--- src/rtl/matrix_scroll_ctrl.sv ---
// Frame sequencer for the 8x8 LED strip matrix: renders scrolling a-z text from a
// message buffer and streams one pixel per accepted valid/ready handshake.
module matrix_scroll_ctrl #(
    parameter int MSG_LEN    = 16,
    parameter int SCROLL_DIV = 8
) (
    input  logic                          clk,
    input  logic                          reset,
    input  logic                          en,
    input  logic                          wr_en,
    input  logic [$clog2(MSG_LEN)-1:0]    wr_addr,
    input  logic [4:0]                    wr_data,
    input  logic [$clog2(MSG_LEN):0]      msg_len,
    output logic                          pix_valid,
    input  logic                          pix_ready,
    output logic                          pix_on,
    output logic [5:0]                    pix_idx,
    output logic                          pix_last,
    output logic                          busy,
    output logic [$clog2(8*MSG_LEN)-1:0]  offset
);
    localparam int AW = $clog2(MSG_LEN);
    localparam int OW = AW + 3;
    localparam int CW = (SCROLL_DIV > 1) ? $clog2(SCROLL_DIV) : 1;

    typedef enum logic [1:0] {IDLE, LOAD, STREAM, DONE} state_t;

    state_t        state, next_state;
    logic [4:0]    msg_buf [MSG_LEN];
    logic [AW:0]   len_q;
    logic [CW-1:0] frame_cnt;

    logic [AW:0]   load_len;
    logic [OW-1:0] load_off;
    logic [5:0]    calc_idx;
    logic [OW-1:0] calc_off;
    logic [AW:0]   calc_len;
    logic [OW:0]   calc_span;
    logic [OW:0]   vc_sum;
    logic [OW-1:0] vc;
    logic [4:0]    calc_code;
    logic [63:0]   calc_glyph;
    logic [7:0]    calc_row;
    logic          calc_on;
    logic [OW:0]   step_sum;
    logic [OW-1:0] step_off;
    logic          last_accept;
    logic          do_load, do_step, do_done;

    // Row 0 is the top byte; bit n of a row byte is font column n.
    function automatic logic [63:0] glyph(input logic [4:0] code);
        case (code)
            5'd0:    glyph = 64'h00001E303E336E00;
            5'd1:    glyph = 64'h0706063E66663B00;
            5'd2:    glyph = 64'h00001E3303331E00;
            5'd3:    glyph = 64'h3830303E33336E00;
            5'd4:    glyph = 64'h00001E333F031E00;
            5'd5:    glyph = 64'h1C36060F06060F00;
            5'd6:    glyph = 64'h00006E33333E301F;
            5'd7:    glyph = 64'h0706366E66666700;
            5'd8:    glyph = 64'h0C000E0C0C0C1E00;
            5'd9:    glyph = 64'h300030303033331E;
            5'd10:   glyph = 64'h070666361E366700;
            5'd11:   glyph = 64'h0E0C0C0C0C0C1E00;
            5'd12:   glyph = 64'h0000337F7F6B6300;
            5'd13:   glyph = 64'h00001F3333333300;
            5'd14:   glyph = 64'h00001E3333331E00;
            5'd15:   glyph = 64'h00003B66663E060F;
            5'd16:   glyph = 64'h00006E33333E3078;
            5'd17:   glyph = 64'h00003B6E66060F00;
            5'd18:   glyph = 64'h00003E031E301F00;
            5'd19:   glyph = 64'h080C3E0C0C2C1800;
            5'd20:   glyph = 64'h0000333333336E00;
            5'd21:   glyph = 64'h00003333331E0C00;
            5'd22:   glyph = 64'h0000636B7F7F3600;
            5'd23:   glyph = 64'h000063361C366300;
            5'd24:   glyph = 64'h00003333333E301F;
            5'd25:   glyph = 64'h00003F190C263F00;
            default: glyph = 64'h0;
        endcase
    endfunction

    always_ff @(posedge clk) begin
        if (!reset) state <= IDLE;
        else        state <= next_state;
    end

    always_comb begin
        next_state = state;
        case (state)
            IDLE:    if (en) next_state = LOAD;
            LOAD:    next_state = STREAM;
            STREAM:  if (last_accept) next_state = DONE;
            DONE:    next_state = IDLE;
            default: next_state = IDLE;
        endcase
    end

    always_comb begin
        last_accept = (state == STREAM) && pix_ready && (pix_idx == 6'd63);
        do_load     = (state == LOAD);
        do_step     = (state == STREAM) && pix_ready && (pix_idx != 6'd63);
        do_done     = (state == DONE);
    end

    // LOAD renders pixel 0 with the freshly clamped length and offset, STREAM renders idx+1.
    always_comb begin
        load_len = (msg_len > (AW+1)'(MSG_LEN)) ? (AW+1)'(MSG_LEN) : msg_len;
        load_off = offset;
        if (load_len == '0 || {1'b0, offset} >= {load_len, 3'b000})
            load_off = '0;

        if (state == LOAD) begin
            calc_idx = 6'd0;
            calc_off = load_off;
            calc_len = load_len;
        end else begin
            calc_idx = pix_idx + 6'd1;
            calc_off = offset;
            calc_len = len_q;
        end

        // offset < span and span >= 8, so one conditional subtract is a full modulo.
        calc_span = {calc_len, 3'b000};
        vc_sum    = {1'b0, calc_off} + (OW+1)'(calc_idx[2:0]);
        if (vc_sum >= calc_span)
            vc_sum = vc_sum - calc_span;
        vc         = vc_sum[OW-1:0];
        calc_code  = msg_buf[vc[OW-1:3]];
        calc_glyph = glyph(calc_code);
        calc_row   = calc_glyph[{~calc_idx[5:3], 3'b000} +: 8];
        calc_on    = (calc_len != '0) && calc_row[vc[2:0]];

        step_sum = {1'b0, offset} + (OW+1)'(1);
        step_off = step_sum[OW-1:0];
        if (len_q == '0 || step_sum >= {len_q, 3'b000})
            step_off = '0;
    end

    always_ff @(posedge clk) begin
        if (!reset) begin
            for (int i = 0; i < MSG_LEN; i++)
                msg_buf[i] <= 5'd31;
        end else if (wr_en) begin
            msg_buf[wr_addr] <= wr_data;
        end
    end

    always_ff @(posedge clk) begin
        if (!reset) begin
            pix_valid <= 1'b0;
            pix_on    <= 1'b0;
            pix_idx   <= 6'd0;
            pix_last  <= 1'b0;
            busy      <= 1'b0;
            offset    <= '0;
            frame_cnt <= '0;
            len_q     <= '0;
        end else begin
            busy <= (next_state != IDLE);
            if (do_load) begin
                len_q     <= load_len;
                offset    <= load_off;
                pix_idx   <= 6'd0;
                pix_on    <= calc_on;
                pix_last  <= 1'b0;
                pix_valid <= 1'b1;
            end
            if (do_step) begin
                pix_idx  <= calc_idx;
                pix_on   <= calc_on;
                pix_last <= (calc_idx == 6'd63);
            end
            if (last_accept) begin
                pix_valid <= 1'b0;
                pix_last  <= 1'b0;
            end
            if (do_done) begin
                if (frame_cnt == CW'(SCROLL_DIV - 1)) begin
                    frame_cnt <= '0;
                    offset    <= step_off;
                end else begin
                    frame_cnt <= frame_cnt + 1'b1;
                end
            end
        end
    end
endmodule

--- config.mk ---
export PLATFORM = sky130hd
export DESIGN_NAME = matrix_scroll_ctrl
export DESIGN_NICKNAME = d
export VERILOG_FILES = /design/src/rtl/matrix_scroll_ctrl.sv
export SDC_FILE = /design/constraint.sdc
export NUM_CORES = 1
export LEC_CHECK = 0
export CAP_MARGIN = 20
export CORE_ASPECT_RATIO = 0.8
export CORE_MARGIN = 5
export CORE_UTILIZATION = 55
export CTS_CLUSTER_DIAMETER = 100
export DETAILED_ROUTE_END_ITERATION = 6
export GPL_ROUTABILITY_DRIVEN = 0
export PLACE_DENSITY_LB_ADDON = 0.12
export SYNTH_ARGS = -nofsm -noshare
export SYNTH_HDL_FRONTEND = slang
export SYNTH_SLANG_ARGS = --single-unit
--- constraint.sdc ---
create_clock -name clk -period 9.1 [get_ports clk]
set_input_delay 1.82 -clock clk [delete_from_list [all_inputs] [get_ports clk]]
set_output_delay 1.82 -clock clk [all_outputs]
set_load 0.1 [all_outputs]
### Word level (Yosys, flattened, before mapping)

Memories as Yosys holds them, arrays and structs flattened.
Cells that the tools add are included.

| operators by class | value |
|---|---|
| eq/ne operators | 7 |
| muxes and demuxes | 28 |
| shift-type cells | 1 |
| reduce and logical (&&, ||, !) cells | 14 |
| bitwise operators | 2 |
| magnitude comparators | 5 |
| add/sub/neg operators | 5 |

Operators by type and width:

| cell | count |
|---|---|
| 64-bit by 7-bit indexed part select with 8-bit output | 1 |
| 7-bit two-way mux | 6 |
| 6-bit two-way mux | 3 |
| 8-bit >= comparator | 2 |
| 5-bit two-way mux | 3 |
| 6-bit equality test (second input constant) | 2 |
| 5-bit zero test | 2 |
| 1-bit two-way mux | 10 |
| 7-bit by 1-bit adder with 8-bit output (second input constant) | 1 |
| 7-bit by 3-bit adder with 8-bit output | 1 |
| 7-bit by 8-bit >= comparator with 1-bit output | 1 |
| 2-bit one-hot mux with 4 select lines | 1 |
| 7-bit subtractor | 1 |
| 6-bit by 1-bit adder with 6-bit output (second input constant) | 1 |
| 6-bit inequality test (second input constant) | 1 |
| 5-bit > comparator (second input constant) | 1 |
| 5-bit nonzero test | 1 |
| 5-bit OR reduction | 1 |
| 2-bit equality test (second input constant) | 2 |
| 1-bit logical AND | 4 |
| 3-bit by 4-bit less-than comparator with 1-bit output (second input constant) | 1 |
| 2-bit two-way mux | 2 |
| 4-bit two-way mux | 1 |
| 2-bit nonzero test | 2 |
| 10 further kinds | 11 |

| word-level totals | value |
|---|---|
| RAM bits | 80 |
| bits in registers | 27 |
| output and inout port bits | 17 |
| bits of input ports | 19 |
| memories kept | 2 |
| memory bits (read-only) | 1,696 |

Memories:

| memory | words | bits a word | read ports | clocked after memory_dff | write ports | line | text |
|---|---|---|---|---|---|---|---|
| (name not given) | 32 | 53 | 1 | 0 | 0 | 52 | `case (code)` |
| msg_buf | 16 | 5 | 1 | 0 | 16 | 29 | `logic [4:0] msg_buf [MSG_LEN];` |

### Longest topological paths before layout

An unclocked memory read counts as a cell.

| depth | value |
|---|---|
| depth in word-level cells | 17 |
| mapped depth | 38 |

### Worst setup path after synthesis

OpenSTA, ideal clock, no wires.

| timing | value |
|---|---|
| path kind | input port to flip-flop |
| start | in msg_len[4] |
| end | reg pix_on |
| data required time | 8.966 ns |
| arrival | 9.391 ns |
| stages on the path | 36 |
| slack | -0.426 ns |
| cell sequence | nand2b_1 ha_1 a21o_1 a211o_1 o21a_1 buf_2 nor2_1 ha_1 a21o_1 a21oi_1 xor2_2 inv_2 buf_2 ha_1 nand4_1 o31a_1 a21o_1 a31oi_2 buf_4 buf_6 mux2_2 o22ai_1 o21ai_0 and2_1 buf_4 inv_2 ha_1 clkbuf_1 or3b_2 o211a_1 a2111oi_0 a211oi_1 a211oi_1 a311oi_1 o41ai_1 a211oi_2 |

| between the ends | value |
|---|---|
| cells in the longest elaborated chain, start to end | 17 |
| elaborated cells on any way between the ends | 21 |

Ends and longest elaborated chain:

| item | line | text |
|---|---|---|
| start, declared | 13 | `input logic [$clog2(MSG_LEN):0] msg_len,` |
| 5-bit > comparator | 108 | `load_len = (msg_len > (AW+1)'(MSG_LEN)) ? (AW+1)'(MSG_LEN) : msg_len;` |
| 5-bit two-way mux (*) | 108 |  |
| 7-bit by 8-bit >= comparator with 1-bit output / 5-bit zero test (equally long branches) | 110 | `if (load_len == '0 \|\| {1'b0, offset} >= {load_len, 3'b000})` |
| 1-bit logical OR | 110 |  |
| 7-bit two-way mux | 110 |  |
| 7-bit two-way mux | 113 | `if (state == LOAD) begin` |
| 7-bit by 3-bit adder with 8-bit output | 125 | `vc_sum = {1'b0, calc_off} + (OW+1)'(calc_idx[2:0]);` |
| 7-bit subtractor / 8-bit >= comparator (equally long branches) | 127, 126 |  |
| 7-bit two-way mux | 126 | `if (vc_sum >= calc_span)` |
| memory read 16 x 5 bit | - |  |
| memory read 32 x 53 bit | - |  |
| 64-bit by 7-bit indexed part select with 8-bit output | 131 | `calc_row = calc_glyph[{~calc_idx[5:3], 3'b000} +: 8];` |
| 1-bit binary-select mux with 3-bit select | 132 | `calc_on = (calc_len != '0) && calc_row[vc[2:0]];` |
| 1-bit two-way mux (not written as such) | 132 |  |
| 1-bit logical AND (*) | 132 |  |
| 1-bit two-way mux | 161 | `if (do_load) begin` |
| 1-bit two-way mux (*) | 169 | `if (do_step) begin` |
| end signal, assigned | 165 | `pix_on <= calc_on;` |
| end signal, assigned | 171 | `pix_on <= calc_on;` |
| end, declared | 16 | `output logic pix_on,` |

Mark *: on every way between the ends. The rest lies on a longest branch, timed or not. The select of a mux whose other input is x is not followed.
A chain may end at the register's enable or synchronous reset.

### Worst setup path in the final report

Ends and elaborated chain as after synthesis.

==> flow_summary.ini <==
[clocking]
clkSinkCount = 107
htree_levels = 3
cts_root_buffer = clkbuf_16
cts_buffer_depth = 2
numCtsBuffers = 9
cts_tree = yes
cts.clk_slew.worst_paths_ns = 0.07
clock_latency_ns = 0.36

[routing]
drt_iter0_markers = 1292
vias_per_cell = 6.715
via_count = 8461
drc_errors = 9
wl_per_cell_um = 21.59
ant_nets = 0
wl_um = 27200
dr.pass1.iters = 7

[yosys]
synth_nets = 1006
synth_area_um2 = 8549
yosysTopAreaCellShare = 0.2810
postSynthCellCount = 950
ys_ff_latch = 107
synth_seq_area_share = 0.3442
async_reset_ff_frac = 0
ys_top_cells_by_area = edfxtp_1 (28%), dfxtp_1 (6.3%), mux2i_1 (5.2%)
ys.flop_type = edfxtp_1
yosysUniqueCellTypes = 82
avgSynthCellArea_um2 = 8.999
synth_warnings = 0
yosysTopAreaCell = edfxtp_1
synth_edf_count = 80

[global_route]
grt-ovfl-total = 0
grt_pass1_vias = 8070
grt_use_total = 0.2936
antenna_found_initial = 0
grt_start_max_net_pins = 41
grt_pass1_wl_um = 42510

[sta]
hold_viol_final = 0
layout_min_cycle_time_ns = 8.995
max_freq_mhz = 111.2
worst_slack_ns = 0.1055
relSlewSlack = 0.1441
fin_skew_ns = 0.008758
tightest_slew_ns = 1.279
drv_slew = 0
setup-violations-final = 0
period_share = 0.9884

[finish]
fillers = 1182
layout.nets = 1101
final_common_cell = buf_4
diodes = 0
final_cell_mix = buf_4 (111), edfxtp_1 (80), nand2_1 (67)
syn_to_final_growth_pct = 21.12
drive_gt1_frac = 0.2200

[floorplan]
core_area_um2 = 15110
io_pins = 36
rows = 40
die_x_um = 149.4
die_h_um = 121.5
die_area_um2 = 18150
start_util = 0.5656

[placed_design]
io_buffers = 35
place_ws_ns = -0.3978
place_hpwl_um = 19850

[worst_setup_path]
r2r-start = offset[3]
cp.arrival_ns = 9.23
critPathMaxFanout = 5
required_ns = 9.33
cp_slowest_cell = clkdlybuf4s50_1
path_class = input pin to flop
cp-end-kind = flop
rr_endpoint = pix_on
reg2reg_setup_slack_ns = 1.31
r2r_cells = 34
slowest_delay_ns = 0.44
cp-start-kind = input pin

[min_path]
hold_class = flop to flop
hold_start = frame_cnt[1]
hold_end = frame_cnt[1]
holdPathStages = 2

[job]
cap_violations = 0

[status]
violations = design-rule violations
outcome = complete, but fails checks
## worst max-delay path by stage
stage                        end  slack, ns  cells past startpoint       start
after floorplan           pix_on       0.02                     37  msg_len[4]
final                     pix_on       0.11                     35  msg_len[4]
after global routing      pix_on      -0.13                     35  msg_len[4]
after global placement    pix_on      -0.16                     34  msg_len[4]
after detailed placement  pix_on      -0.40                     35  msg_len[4]
after CTS                 pix_on      0.007                     35  msg_len[4]
## routing by layer
layer | routed length, um | GRT usage
met1 | 10870 | 0.3872
met2 | 12280 | 0.4650
met3 | 3216 | 0.08738
met4 | 835 | 0.09663
met5 | 0 | 0
## worst max-delay path, delay by kind of cell
kind / cells / cell delay [ns]
AND/OR/NAND/NOR: 8 / 1.33
AO/OA/AOI/OAI: 15 / 3.18
buffers and inverters: 5 / 0.92
XOR/XNOR: 1 / 0.29
multiplexers: 1 / 0.26
adder cells (fa/ha/maj): 5 / 1.41
## per-stage QoR
stage	hold WS, ns	setup TNS [ns]	utilization	cell area, um2	instances
3_5_place_dp	0.4827	-0.3978	0.6483	9798	1237
2_1_floorplan	0.4583	0	-	8621	950
3_3_place_gp	0.4502	-0.1589	0.6483	9798	1237
6_report	0.4923	0	0.6851	10350	1260
4_1_cts	0.4932	0	0.6683	10100	1253
5_1_grt	0.5295	-0.1316	0.6851	10350	1260
## synthesized netlist by cell type (9+ instances only)
master    number
a211oi_1      12
a21oi_1       38
a311oi_1      13
a31oi_1       20
and2_1        11
and3_1        13
buf_2         20
clkbuf_1      36
dfxtp_1       27
edfxtp_1      80
ha_1          35
inv_1         27
mux2_2        10
mux2i_1       44
nand2_1       68
nand2b_1      23
nand3_1       34
nand4_1       15
nor2_1        60
nor2b_1       21
nor3_1        17
nor4_1        10
o211ai_1      10
o21ai_0       42
o41ai_1        9
or2_2         31
or3_1         49
xnor2_1       11
xor2_1        12
## repair_timing
item	CTS	global route
cloned	0	2
gates resized for setup	3	37
pin swaps	0	13
hold buffers	0	0
endpoints found under the setup margin	1	1
endpoints found under the hold margin	0	0
setup buffers	0	5
## final cells by class
class,count,area (um2),area share
clock buffers,9,225.2,0.02175
clock inverters,7,65.06,0.006283
inverters,29,111.4,0.01075
multi-input cells,743,5383,0.5198
flip-flops and latches,107,2943,0.2842
well taps,210,262.8,0.02537
repair buffers,155,1365,0.1318
## cells by family (layout without fill, tap and decap cells)
kind of cell / Yosys count / after routing / synth area share
fa+ha+maj: 37 / 37 / 0.05591
compound gates: 254 / 254 / 0.2189
buf+inv: 100 / 200 / 0.05342
mux: 56 / 56 / 0.07083
simple gates: 372 / 372 / 0.2312
flops: 107 / 107 / 0.3442
xor+xnor: 24 / 24 / 0.02546
## sequential cells by signal, indices dropped and copies added (netlist names)
name / cells
pix_on: 1
pix_idx: 6
pix_last: 1
len_q: 5
pix_valid: 1
offset: 7
frame_cnt: 3
state: 2
msg_buf: 80
busy: 1
Power is left out: the tool's default activity adds up to more than one toggle a clock period on the data nets, which glitch-free logic cannot reach.
